**src/rtl/aim65_vterm_pkg.sv**
```systemverilog
// Shared constants, state encoding and address wrap helper for the AIM65 40x25 terminal writer.
package aim65_vterm_pkg;

  localparam int COLS        = 40;
  localparam int ROWS        = 25;
  localparam int SCREEN_SIZE = COLS * ROWS;

  localparam logic [7:0] ASCII_BS    = 8'h08;
  localparam logic [7:0] ASCII_LF    = 8'h0A;
  localparam logic [7:0] ASCII_FF    = 8'h0C;
  localparam logic [7:0] ASCII_CR    = 8'h0D;
  localparam logic [7:0] ASCII_SPACE = 8'h20;

  typedef enum logic [2:0] {
    ST_IDLE,
    ST_WRITE,
    ST_SCROLL,
    ST_LINE_CLR,
    ST_CLR_WAIT
  } vterm_state_t;

  // Sums never reach 2*SCREEN_SIZE, so a single conditional subtract suffices.
  function automatic logic [9:0] wrap_addr(input logic [10:0] sum);
    if (sum >= 11'(SCREEN_SIZE)) return 10'(sum - 11'(SCREEN_SIZE));
    return sum[9:0];
  endfunction

endpackage

```
**src/rtl/aim65_vterm_addr_gen.sv**
```systemverilog
// Combinational logical-to-physical address map: base + row*COLS + col, wrapped into 0..999.
module aim65_vterm_addr_gen
  import aim65_vterm_pkg::*;
(
  input  logic [9:0] i_base,
  input  logic [4:0] i_row,
  input  logic [5:0] i_col,
  output logic [9:0] o_addr
);

  logic [10:0] w_sum;

  assign w_sum  = 11'(i_base) + (11'(i_row) * 11'(COLS)) + 11'(i_col);
  assign o_addr = wrap_addr(w_sum);

endmodule

```
**src/rtl/aim65_vterm_writer.sv**
```systemverilog
// AIM65 terminal writer: turns an ASCII byte stream into display RAM writes, clears and scrolls.
// Optional build macro AIM65_VTERM_AUTOWRAP_EN: writing column 39 wraps to the next line.
module aim65_vterm_writer
  import aim65_vterm_pkg::*;
#(
  parameter logic [7:0] CLEAR_CHAR  = 8'h00,
  parameter int         VSCROLL_LEN = 4,
  parameter int         CLEAR_WAIT  = 1001
) (
  input  logic       cpu_clk,
  input  logic       reset,
  input  logic       char_valid,
  input  logic [7:0] char_data,
  output logic       char_ready,
  output logic       video_ce,
  output logic       video_we,
  output logic [9:0] video_addr,
  output logic [7:0] video_data,
  output logic       video_clear,
  output logic       video_vscroll,
  output logic [5:0] cursor_col,
  output logic [4:0] cursor_row,
  output logic       busy
);

  localparam logic [5:0]  L_COL_LAST  = 6'(COLS - 1);
  localparam logic [4:0]  L_ROW_LAST  = 5'(ROWS - 1);
  localparam logic [9:0]  L_BASE_LAST = 10'(SCREEN_SIZE - COLS);
  localparam logic [9:0]  L_ROW_STEP  = 10'(COLS);
  localparam logic [10:0] L_VS_LAST   = 11'(VSCROLL_LEN - 1);
  localparam logic [10:0] L_CW_LAST   = 11'(CLEAR_WAIT - 1);
  localparam logic [10:0] L_CLR_DONE  = 11'(COLS);

  vterm_state_t r_state, w_state_nxt;
  logic [10:0]  r_cnt, w_cnt_nxt;
  logic [9:0]   r_base, w_base_nxt;
  logic [4:0]   r_row, w_row_nxt;
  logic [5:0]   r_col, w_col_nxt;
  logic         r_ce, w_ce_nxt;
  logic [9:0]   r_addr, w_addr_nxt;
  logic [7:0]   r_data, w_data_nxt;
  logic         r_clear, w_clear_nxt;
  logic         r_vscroll, w_vscroll_nxt;
`ifdef AIM65_VTERM_AUTOWRAP_EN
  logic         r_wrap, w_wrap_nxt;
`endif

  logic         w_accept;
  logic [9:0]   w_base_adv;
  logic [4:0]   w_gen_row;
  logic [5:0]   w_gen_col;
  logic [9:0]   w_addr;

  assign char_ready    = (r_state == ST_IDLE) & ~reset;
  assign w_accept      = char_valid & char_ready;
  assign busy          = (r_state != ST_IDLE);
  assign video_ce      = r_ce;
  assign video_we      = r_ce;
  assign video_addr    = r_addr;
  assign video_data    = r_data;
  assign video_clear   = r_clear;
  assign video_vscroll = r_vscroll;
  assign cursor_col    = r_col;
  assign cursor_row    = r_row;

  // base is always a multiple of COLS, so the wrap point is exactly the last row start.
  assign w_base_adv = (r_base == L_BASE_LAST) ? 10'd0 : (r_base + L_ROW_STEP);

  // One address generator serves both cursor writes (IDLE) and bottom-line clears.
  always_comb begin
    w_gen_row = L_ROW_LAST;
    w_gen_col = '0;
    if (r_state == ST_IDLE) begin
      w_gen_row = r_row;
      w_gen_col = r_col;
    end else if (r_state == ST_LINE_CLR) begin
      w_gen_col = r_cnt[5:0];
    end
  end

  aim65_vterm_addr_gen u_addr_gen (
    .i_base (r_base),
    .i_row  (w_gen_row),
    .i_col  (w_gen_col),
    .o_addr (w_addr)
  );

  always_comb begin
    w_state_nxt   = r_state;
    w_cnt_nxt     = r_cnt;
    w_base_nxt    = r_base;
    w_row_nxt     = r_row;
    w_col_nxt     = r_col;
    w_ce_nxt      = 1'b0;
    w_addr_nxt    = r_addr;
    w_data_nxt    = r_data;
    w_clear_nxt   = 1'b0;
    w_vscroll_nxt = 1'b0;
`ifdef AIM65_VTERM_AUTOWRAP_EN
    w_wrap_nxt    = r_wrap;
`endif

    case (r_state)
      ST_IDLE: begin
        if (w_accept) begin
          if (char_data >= ASCII_SPACE) begin
            w_state_nxt = ST_WRITE;
            w_ce_nxt    = 1'b1;
            w_addr_nxt  = w_addr;
            w_data_nxt  = char_data;
`ifdef AIM65_VTERM_AUTOWRAP_EN
            if (r_col == L_COL_LAST) w_wrap_nxt = 1'b1;
            else                     w_col_nxt  = r_col + 6'd1;
`else
            if (r_col != L_COL_LAST) w_col_nxt = r_col + 6'd1;
`endif
          end else begin
            case (char_data)
              ASCII_CR: w_col_nxt = '0;
              ASCII_LF: begin
                if (r_row != L_ROW_LAST) begin
                  w_row_nxt = r_row + 5'd1;
                end else begin
                  w_state_nxt   = ST_SCROLL;
                  w_base_nxt    = w_base_adv;
                  w_col_nxt     = '0;
                  w_cnt_nxt     = '0;
                  w_vscroll_nxt = 1'b1;
                end
              end
              ASCII_BS: if (r_col != '0) w_col_nxt = r_col - 6'd1;
              ASCII_FF: begin
                w_state_nxt = ST_CLR_WAIT;
                w_clear_nxt = 1'b1;
                w_base_nxt  = '0;
                w_row_nxt   = '0;
                w_col_nxt   = '0;
                w_cnt_nxt   = '0;
              end
              default: ;
            endcase
          end
        end
      end

      ST_WRITE: begin
        w_state_nxt = ST_IDLE;
`ifdef AIM65_VTERM_AUTOWRAP_EN
        if (r_wrap) begin
          w_wrap_nxt = 1'b0;
          w_col_nxt  = '0;
          if (r_row != L_ROW_LAST) begin
            w_row_nxt = r_row + 5'd1;
          end else begin
            w_state_nxt   = ST_SCROLL;
            w_base_nxt    = w_base_adv;
            w_cnt_nxt     = '0;
            w_vscroll_nxt = 1'b1;
          end
        end
`endif
      end

      // The first clear write is issued as vscroll drops, so strobes never overlap it.
      ST_SCROLL: begin
        if (r_cnt == L_VS_LAST) begin
          w_state_nxt = ST_LINE_CLR;
          w_ce_nxt    = 1'b1;
          w_addr_nxt  = w_addr;
          w_data_nxt  = CLEAR_CHAR;
          w_cnt_nxt   = 11'd1;
        end else begin
          w_vscroll_nxt = 1'b1;
          w_cnt_nxt     = r_cnt + 11'd1;
        end
      end

      ST_LINE_CLR: begin
        if (r_cnt == L_CLR_DONE) begin
          w_state_nxt = ST_IDLE;
        end else begin
          w_ce_nxt   = 1'b1;
          w_addr_nxt = w_addr;
          w_data_nxt = CLEAR_CHAR;
          w_cnt_nxt  = r_cnt + 11'd1;
        end
      end

      ST_CLR_WAIT: begin
        if (r_cnt == L_CW_LAST) w_state_nxt = ST_IDLE;
        else                    w_cnt_nxt   = r_cnt + 11'd1;
      end

      default: w_state_nxt = ST_IDLE;
    endcase
  end

  always_ff @(posedge cpu_clk) begin
    if (reset) begin
      r_state   <= ST_IDLE;
      r_cnt     <= '0;
      r_base    <= '0;
      r_row     <= '0;
      r_col     <= '0;
      r_ce      <= 1'b0;
      r_addr    <= '0;
      r_data    <= '0;
      r_clear   <= 1'b0;
      r_vscroll <= 1'b0;
`ifdef AIM65_VTERM_AUTOWRAP_EN
      r_wrap    <= 1'b0;
`endif
    end else begin
      r_state   <= w_state_nxt;
      r_cnt     <= w_cnt_nxt;
      r_base    <= w_base_nxt;
      r_row     <= w_row_nxt;
      r_col     <= w_col_nxt;
      r_ce      <= w_ce_nxt;
      r_addr    <= w_addr_nxt;
      r_data    <= w_data_nxt;
      r_clear   <= w_clear_nxt;
      r_vscroll <= w_vscroll_nxt;
`ifdef AIM65_VTERM_AUTOWRAP_EN
      r_wrap    <= w_wrap_nxt;
`endif
    end
  end

endmodule

```
**config.mk**
```make
export PLATFORM = sky130hd
export DESIGN_NAME = aim65_vterm_writer
export DESIGN_NICKNAME = d
export VERILOG_FILES = /design/src/rtl/aim65_vterm_pkg.sv /design/src/rtl/aim65_vterm_addr_gen.sv /design/src/rtl/aim65_vterm_writer.sv
export SDC_FILE = /design/constraint.sdc
export NUM_CORES = 1
export LEC_CHECK = 0
export BUFFER_PORTS_ARGS = -buffer_cell sky130_fd_sc_hd__buf_4
export CORE_MARGIN = 4
export CORE_UTILIZATION = 48
export DETAILED_ROUTE_END_ITERATION = 8
export PLACE_DENSITY = 0.73
export SLEW_MARGIN = 10
export SYNTH_ARGS = -nofsm -noshare
export SYNTH_HDL_FRONTEND = slang
export SYNTH_SLANG_ARGS = --single-unit
export TNS_END_PERCENT = 10
```
**constraint.sdc**
```tcl
create_clock -name cpu_clk -period 4.45 [get_ports cpu_clk]
set_input_delay 0.89 -clock cpu_clk [delete_from_list [all_inputs] [get_ports cpu_clk]]
set_output_delay 0.89 -clock cpu_clk [all_outputs]
set_load 0.01 [all_outputs]
```
Yosys cells after proc, flatten, opt, wreduce, memory -nomap -nowiden
Index checks and enable logic that the tools add are counted.
{"block": "classes", "n_addsub": 8, "n_mul": 1, "order_cmp": 2, "eq_ne": 30, "mux": 54, "bitwise": 6, "n_reduce_logical": 15}
{"op": "two-way mux 10 bit", "n": 8}
{"op": "two-way mux 11 bit", "n": 6}
{"op": "case mux 11 bit (4 select lines)", "n": 1}
{"op": "two-way mux 6 bit", "n": 6}
{"op": "== test 8 x 4 -> 1 bit, second input constant", "n": 4}
{"op": "two-way mux 8 bit", "n": 4}
{"op": "case mux 10 bit (3 select lines)", "n": 1}
{"op": "case mux 8 bit (3 select lines)", "n": 1}
{"op": "case mux 11 bit (2 select lines)", "n": 1}
{"op": "case mux 10 bit (2 select lines)", "n": 1}
{"op": "two-way mux 3 bit", "n": 6}
{"op": "case mux 6 bit (3 select lines)", "n": 1}
{"op": "inequality test 2 bit, second input constant", "n": 8}
{"op": "AND reduction 5 bit", "n": 3}
{"op": "case mux 3 bit (4 select lines)", "n": 1}
{"op": "AND reduction 6 bit", "n": 2}
{"op": "adder 10 x 11 -> 11 bit", "n": 1}
{"op": "adder 11 x 1 -> 11 bit, second input constant", "n": 1}
{"op": "adder 11 x 6 -> 11 bit", "n": 1}
{"op": "== test 11 x 10 -> 1 bit, second input constant", "n": 1}
{"op": "== test 11 x 2 -> 1 bit, second input constant", "n": 1}
{"op": "== test 11 x 6 -> 1 bit, second input constant", "n": 1}
{"op": "greater-or-equal comparator 11 x 10 -> 1 bit, second input constant", "n": 1}
{"op": "two-way mux 1 bit", "n": 11}
{"op": "other kinds (32)", "n": 44}
{"block": "totals", "regBits": 56, "out_inout_bits": 35}

Logic depth before layout (Yosys ltp)
Gate-level depths: netlist of run 1.
{"block": "logic_depth", "ltp_word": 11, "ltp_mapped": 19}

Cells and area by module
A second synthesis of run 1 with hierarchy kept.
{"block": "unflattened", "hier_cells": 515, "area_unflattened_um2": 4147.7}
{"module": "aim65_vterm_writer", "instances": 1, "cells_each": 386, "area_per_inst_um2": 3126.7}
{"module": "aim65_vterm_addr_gen", "instances": 1, "cells_each": 129, "area_per_inst_um2": 1021.0}

Worst setup path before layout of run 1
OpenSTA, ideal clock, no wires.
{"block": "synth_timing", "path_type": "register to register", "from": "register r_state[0]", "to": "register r_addr[6], in the netlist video_addr[6]", "setup_ns": 0.103, "arrival_time_ns": 3.789, "required_ns": 4.347, "setup_slack_ns": 0.558, "path_stages_with_launch": 16, "n_path_buf": 2, "synth_period_minus_slack_ns": 3.892, "cell_sequence": "dfxtp_1 > buf_6 > nor3_2 > clkbuf_1 > and2_1 > ha_1 > ha_1 > fa_1 > ha_1 > ha_1 > or3_1 > o41ai_1 > nor2_1 > o22ai_4 > mux2i_1 > a2111oi_2"}
{"block": "synth_between", "elab_chain_len": 11, "elab_cells_between_ends": 27}
{"element": "start, declared", "line": "aim65_vterm_writer.sv:34", "source": "vterm_state_t r_state, w_state_nxt;"}
{"element": "start signal, assigned", "line": "aim65_vterm_writer.sv:214", "source": "r_state <= w_state_nxt;"}
{"element": "logical NOT 3 bit", "line": "aim65_vterm_writer.sv:54, aim65_vterm_writer.sv:73, aim65_vterm_writer.sv:103"}
{"element": "two-way mux 5 bit", "line": "aim65_vterm_writer.sv:73", "source": "if (r_state == ST_IDLE) begin"}
{"element": "multiplier 5 x 3 -> 8 bit", "line": "aim65_vterm_addr_gen.sv:13", "source": "assign w_sum = 11'(i_base) + (11'(i_row) * 11'(COLS)) + 11'(i_col);"}
{"element": "adder 10 x 11 -> 11 bit", "line": "aim65_vterm_addr_gen.sv:13"}
{"element": "adder 11 x 6 -> 11 bit", "line": "aim65_vterm_addr_gen.sv:13"}
{"element": "subtractor 10 bit / greater-or-equal comparator 11 x 10 -> 1 bit (equally long branches)", "line": "aim65_vterm_pkg.sv:24", "source": "if (sum >= 11'(SCREEN_SIZE)) return 10'(sum - 11'(SCREEN_SIZE));"}
{"element": "two-way mux 10 bit / two-way mux 1 bit (equally long branches)", "line": "aim65_vterm_pkg.sv:24"}
{"element": "two-way mux 10 bit", "line": "aim65_vterm_pkg.sv:25", "source": "return sum[9:0];"}
{"element": "two-way mux 10 bit", "line": "aim65_vterm_writer.sv:106", "source": "if (char_data >= ASCII_SPACE) begin"}
{"element": "two-way mux 10 bit", "line": "aim65_vterm_writer.sv:105", "source": "if (w_accept) begin"}
{"element": "case mux 10 bit (3 select lines)", "line": "aim65_vterm_writer.sv:103", "source": "case (r_state)"}
{"element": "end signal, assigned", "line": "aim65_vterm_writer.sv:220", "source": "r_addr <= w_addr_nxt;"}
{"element": "end, declared", "line": "aim65_vterm_writer.sv:40", "source": "logic [9:0] r_addr, w_addr_nxt;"}
Parallel ways exist; a longest one is shown, timed or not. The select of a mux whose other input is x is not followed.
A chain may end at the register's enable or synchronous reset.

Worst setup path after layout of run 1
Same ends and word-level chain as after synthesis.

==> results of run 1 <==
-- worst max-delay path, delay by kind of cell, from the launching register on --
kind	cells	cell delay [ns]
multiplexers	1	0.12
AO/OA/AOI/OAI	4	0.93
AND/OR/NAND/NOR	4	0.94
buffers and inverters	2	0.23
adder cells (fa/ha/maj)	5	1.36
flip-flops	1	0.39
-- placed cells by master, fill, tap and decap left out, drive strengths merged, types with 3 or more instances in the layout --
master / n
ha: 26
o22ai: 3
a31o: 3
a22oi: 5
nand2b: 10
nor4: 6
a211oi: 8
a32o: 3
and2: 4
inv: 20
nand3b: 4
a21oi: 43
nor3: 12
or3: 9
nand2: 40
o21ai: 23
dfxtp: 53
nand3: 19
and3: 6
nand4: 13
fa: 3
nor2: 64
clkbuf: 6
or2: 5
o21a: 3
a21o: 3
buf: 50
xnor2: 17
mux2i: 5
o211ai: 3
xor2: 10
-- cell families (layout without fill, tap and decap cells) --
kind of cell / after synthesis / in the layout / share of synthesized area (%)
mux: 6 / 6 / 1.59
flops: 53 / 53 / 27.6
simple gates: 204 / 204 / 27.7
compound gates: 118 / 118 / 21.0
fa+ha+maj: 29 / 29 / 10.0
buf+inv: 47 / 78 / 5.79
xor+xnor: 27 / 27 / 6.15
other cells: 1 / 2 / 0.0975
-- sequential cells by signal, summed over array words and instances (netlist names) --
signal	count
video_data	8
cursor_row	5
video_ce	1
r_base	7
r_cnt	11
video_vscroll	1
r_state	3
video_addr	10
video_clear	1
cursor_col	6
-- metrics by stage --
stage / hold slack, ns / utilization [%]
2_1_floorplan: 0.476 / -
3_3_place_gp: 0.441 / 54.2
3_5_place_dp: 0.445 / 54.2
4_1_cts: 0.466 / 55.2
5_1_grt: 0.482 / 55.5
6_report: 0.465 / 55.5
-- what timing repair did --
action / in CTS / in global routing
gates resized for setup: 0 / 4
hold endpoints to repair: 0 / 0
setup endpoints to repair: 0 / 5
setup buffers: 0 / 0
-- final cells by class --
type / instances / area, sq um / share of cell area, %
clock buffer: 6 / 72.6 / 1.68
clock inverter: 2 / 10.0 / 0.232
inverter: 20 / 75.1 / 1.74
multi-input combinational: 386 / 2580 / 60.0
sequential: 53 / 1060 / 24.7
tap: 102 / 128 / 2.96
timing repair buffer: 50 / 375 / 8.71
-- report_power, final --
| group | internal (uW) | switching [uW] |
|---|---|---|
| combinational | 116 | 173 |
| clock | 110 | 162 |
| sequential | 498 | 18.8 |
-- how the worst max path moves through the flow --
stage	slack [ns]	endpoint	cells past startpoint	start
finish	0.39	video_addr[6]	16	r_state[0]
CTS	0.14	video_addr[6]	16	r_state[0]
global placement	0.36	video_addr[6]	16	r_state[0]
detailed placement	0.17	video_addr[6]	16	r_state[0]
floorplan	0.56	video_addr[6]	15	r_state[0]
global route	0.05	video_addr[6]	16	r_state[0]
-- layer usage --
metal  routed length (microns)  vias to the layer above
met2                      4250                      132
met1                      4350                     1715
met4                       106                        0
li1                          -                     1797
met3                       657                       11
met5                         0                        -
==> results_dict.tcl, run 1 <==
set metrics [dict create \
    worst_slack_ns 0.386 \
    yosys.cell_types.count 78 \
    grt_pass1_vias 3287 \
    setup_viol 0 \
    endpoint_kind "flop" \
    dr.pass1.iters 5 \
    r2r-end "video_addr[6]" \
    crit_type "reg -> reg" \
    place_ws_ns 0.172 \
    grt_overflow 0 \
    drive_above_1_share_pct 17.4 \
    cts_max_path_buffers 2 \
    synth_area_sq_mm 0.00385 \
    finalWeightedCongestion 0.971 \
    hpwl_microns 7010 \
    vias 3655 \
    yosys.area.top_type "dfxtp_1" \
    drt_iter0_drc 346 \
    holdPathEnd "video_data[0]" \
    die_h_microns 97.5 \
    dieWidth_microns 97.5 \
    grt_use_met2_pct 30.5 \
    antenna_found_initial 0 \
    crit_path_cell_trace "nor3_2 > buf_4 > inv_2 > nor2_1 > ha_1 > ha_1 > fa_1 > ha_1 > ha_1 > or3_1 > nor2_1 > a2bb2oi_2 > a21boi_2 > o22ai_4 > mux2i_1 > a2111oi_2" \
    drtAntennaViolNets 0 \
    synthToLayoutAreaGrowth_pct 12.0 \
    synthFlopType "dfxtp_1" \
    cts_tree "built" \
    cts-root-buf "clkbuf_8" \
    synth.most_common_cell "nor2_1" \
    critical_path_arrival_ns 4.28 \
    syn_inst 485 \
    final_max_slew_viol_count 0 \
    clkSlewWorstSetupHoldPaths_ns 0.10 \
    slew_headroom_pct 34.3 \
    grt.total_usage_pct 19.5 \
    syn_avg_cell_area_sq_um 7.93 \
    port_buffers 45 \
    r2r_slack_ns 0.39 \
    cp_max_fo 11 \
    diodes 0 \
    hold_viol 0 \
    vias_per_cell 5.90 \
    dieArea_sq_mm 0.00951 \
    ys_top_cells_by_area "dfxtp_1 28%, ha_1 8.5%, nor2_1 6.0%, a21oi_1 5.6%, nand2_1 3.9%" \
    drcViolationCount 0 \
    grt_max_degree 39 \
    dp.cells 611 \
    final-instance-count-excl-fill 619 \
    rsz0062_at_grt "false" \
    maxCapViolations 0 \
    hold_path_depth 2 \
    nFillCells 737 \
    initial_core_util_pct 49.5 \
    synth.yosys.seq_area_share_pct 27.6 \
    r2r-start "r_state[0]" \
    power.total_uw 1080 \
    max_stage_delay_ns 0.44 \
    synth_edf_count 0 \
    top_usage_layer "met2" \
    ys_async_sr_fraction_pct 0 \
    p_per_area_mw_per_mm2 250 \
    synth_common_cells "61 x nor2_1, 53 x dfxtp_1, 43 x a21oi_1, 40 x nand2_1, 26 x ha_1" \
    grt_first_pass_wirelength_microns 15600 \
    hold_start "video_data[0]" \
    drt_wl_total_microns 9370 \
    crit_slowest_cell "fa_1" \
    ir_worst_vdd_v 0.000148 \
    cts_made_buffers 5 \
    leakage_uw 0.00171 \
    tightest_slew_ns 0.985 \
    core_area_sq_mm 0.00777 \
    ctsHtreeMaxLevel 2 \
    status "finished clean" \
    critPathRequiredTime_ns 4.67 \
    cts_sinks 53 \
    fin_worst_skew_ns 0.0104 \
    start_kind "flop" \
    clock_latency_ns 0.31 \
    synth_warnings 0 \
    met1_usage_pct 27.2 \
    fmax_mhz 246 \
    synth_seq_cells 53 \
    grtUsageMet3_pct 4.16 \
    design_area_sq_mm 0.00431 \
    detailed_place.area_sq_mm 0.00421 \
    synth_top_area_share_pct 27.6 \
    hold_path_class "reg -> reg" \
    routedWlPerCell_microns 15.1 \
    cpMostUsedCell "ha_1" \
    finalCriticalPeriod_ns 4.06 \
    period_share_pct 91.3 \
    fin_nets 556 \
    pin_count 46 \
    rows 32 \
    finalSetupTns_ns 0 \
    holdBufCountCts 0 \
    reg2reg_depth 16 \
]
No activity file was read; power rests on OpenSTA's default activity.
==> inputs of run 2 (changes only) <==
==> constraint.sdc (replaced) <==
create_clock -name cpu_clk -period 4.45 [get_ports cpu_clk]
set_input_delay 0.2225 -clock cpu_clk [delete_from_list [all_inputs] [get_ports cpu_clk]]
set_output_delay 0.2225 -clock cpu_clk [all_outputs]
set_load 0.01 [all_outputs]
==> results_dict.tcl, run 2 (synthesis gave the netlist of run 1 again) <==
set metrics [dict create \
    period_share_pct 93.7 \
    largest-register "r_cnt" \
    tightest_slew_ns 1.13 \
    pin_count 46 \
    fin_nets 555 \
    critPathBufInv 2 \
    fmax_mhz 240 \
    crit_type "reg -> reg" \
    routedWlPerCell_microns 15.1 \
    maxCapViolations 0 \
    slew_headroom_pct 24.1 \
    hold_viol 0 \
    top_usage_layer "met2" \
    critical_path_arrival_ns 4.41 \
    endpoint_kind "flop" \
    grt_overflow 0 \
    clkSlewWorstSetupHoldPaths_ns 0.11 \
    grt_use_met2_pct 30.4 \
    final_common_cell "nor2_1" \
    grt_max_degree 39 \
    grtUsageMet3_pct 4.16 \
    vias_per_cell 5.79 \
    rsz0062_at_grt "false" \
    cts-root-buf "clkbuf_8" \
    grt_first_pass_wirelength_microns 15600 \
    port_buffers 45 \
    holdBufCountCts 0 \
    nFillCells 755 \
    reg2reg_depth 17 \
    finalSetupTns_ns 0 \
    cts_made_buffers 5 \
    start_kind "flop" \
    finalWeightedCongestion 0.973 \
    initial_core_util_pct 49.5 \
    dieArea_sq_mm 0.00951 \
    fin_util_pct 55.4 \
    layout_common_cells "61 x nor2_1, 52 x dfxtp_1, 49 x buf_4, 43 x a21oi_1, 40 x nand2_1" \
    dr.pass1.iters 5 \
    setup_viol 0 \
    ir_worst_vdd_v 0.000128 \
    r2r-end "video_addr[9]" \
    core_area_sq_mm 0.00777 \
    drtAntennaViolNets 0 \
    clock_latency_ns 0.32 \
    met1_usage_pct 26.7 \
    dieWidth_microns 97.5 \
    cp_max_fo 11 \
    fin_worst_skew_ns 0.0162 \
    crit_path_cell_trace "nor3_2 > buf_4 > and3_1 > ha_1 > a21oi_1 > nand3_1 > o21ai_0 > a21oi_1 > o21ai_0 > ha_1 > ha_1 > inv_1 > a21oi_1 > a2bb2oi_2 > and3b_1 > or4_1 > a211oi_1" \
    cts_max_path_buffers 2 \
    hold_start "char_data[4]" \
    crit_slowest_cell "or4_1" \
    hold_path_class "in -> reg" \
    drt_wl_total_microns 9330 \
    drcViolationCount 0 \
    critPathRequiredTime_ns 4.69 \
    drt_iter0_drc 202 \
    synthToLayoutAreaGrowth_pct 11.9 \
    vias 3577 \
    hold_path_depth 3 \
    rows 32 \
    holdPathEnd "video_data[4]" \
    status "finished clean" \
    diodes 0 \
    grt_pass1_vias 3279 \
    max_stage_delay_ns 0.54 \
    grt.total_usage_pct 19.4 \
    r2r_slack_ns 0.28 \
    r2r-start "r_state[0]" \
    cts_sinks 53 \
    final_max_slew_viol_count 0 \
    leakage_uw 0.00170 \
    cts_tree "built" \
    hpwl_microns 6960 \
    antenna_found_initial 0 \
    ctsHtreeMaxLevel 2 \
    p_per_area_mw_per_mm2 251 \
    critical-path-top-delay-family "compound AO/OA/AOI/OAI gates" \
    die_h_microns 97.5 \
    finalCriticalPeriod_ns 4.17 \
    drive_above_1_share_pct 17.2 \
    largest_register_ffs 11 \
]
-- run 2: changes by cell type in the layout (fill, tap and decap cells not counted), sizes merged --
cell | previous run | this run
clkinvlp | 0 | 2
clkinv | 2 | 0
buf | 50 | 49
-- run 2: layout make-up --
class                   count  area (sq um)  share of cell area, %
clock buffers               6          72.6                   1.69
clock inverters             2          15.0                  0.349
inverters                  20          75.1                   1.74
multi-input cells         386          2580                   60.0
flip-flops and latches     53          1060                   24.7
well taps                 102           128                   2.96
repair buffers             49           368                   8.54
-- run 2: worst max-delay path by stage --
stage / from / depth (start not counted) / endpoint
5_1_grt: r_state[0] / 18 / video_addr[6]
2_1_floorplan: r_state[0] / 15 / video_addr[6]
3_5_place_dp: r_state[0] / 16 / video_addr[6]
4_1_cts: r_state[0] / 16 / video_addr[6]
3_3_place_gp: r_state[0] / 16 / video_addr[6]
6_report: r_state[0] / 17 / video_addr[9]
-- run 2: worst reg2reg max path: cells and delay by family (launching register included) --
kind,cells,cell delay [ns]
compound gates,7,1.33
fa+ha+maj,3,0.86
buf+inv,2,0.26
flops,1,0.39
simple gates,5,1.26
-- run 2: stage by stage --
| step | cells | setup slack, ns | power, uW | hold WS [ns] | instance area [sq um] |
|---|---|---|---|---|---|
| 2_1_floorplan | 486 | 0.558 | 725 | 0.374 | 3850 |
| 3_3_place_gp | 610 | 0.363 | 804 | 0.441 | 4200 |
| 3_5_place_dp | 610 | 0.189 | 810 | 0.453 | 4200 |
| 4_1_cts | 618 | 0.145 | 1090 | 0.166 | 4290 |
| 5_1_grt | 618 | 0.0508 | 1140 | 0.176 | 4310 |
| 6_report | 618 | 0.282 | 1080 | 0.171 | 4310 |
-- run 2: metal layers --
layer,up-vias,routed length (microns)
met5,-,0
met4,0,123
met3,13,639
met2,130,4230
met1,1649,4350
li1,1785,-
-- run 2: report_power, final --
group / switching, uW / leakage, uW / total [uW] / internal, uW
combinational: 172 / 0.00123 / 288 / 116
clock: 166 / 0.0000374 / 277 / 111
sequential: 18.1 / 0.000430 / 516 / 498
total: 356 / 0.00170 / 1080 / 725
-- run 2: what timing repair did --
action / 4_1_cts / 5_1_grt
buffers inserted: 0 / 0
resized for setup: 0 / 4
endpoints found under the setup margin: 0 / 5
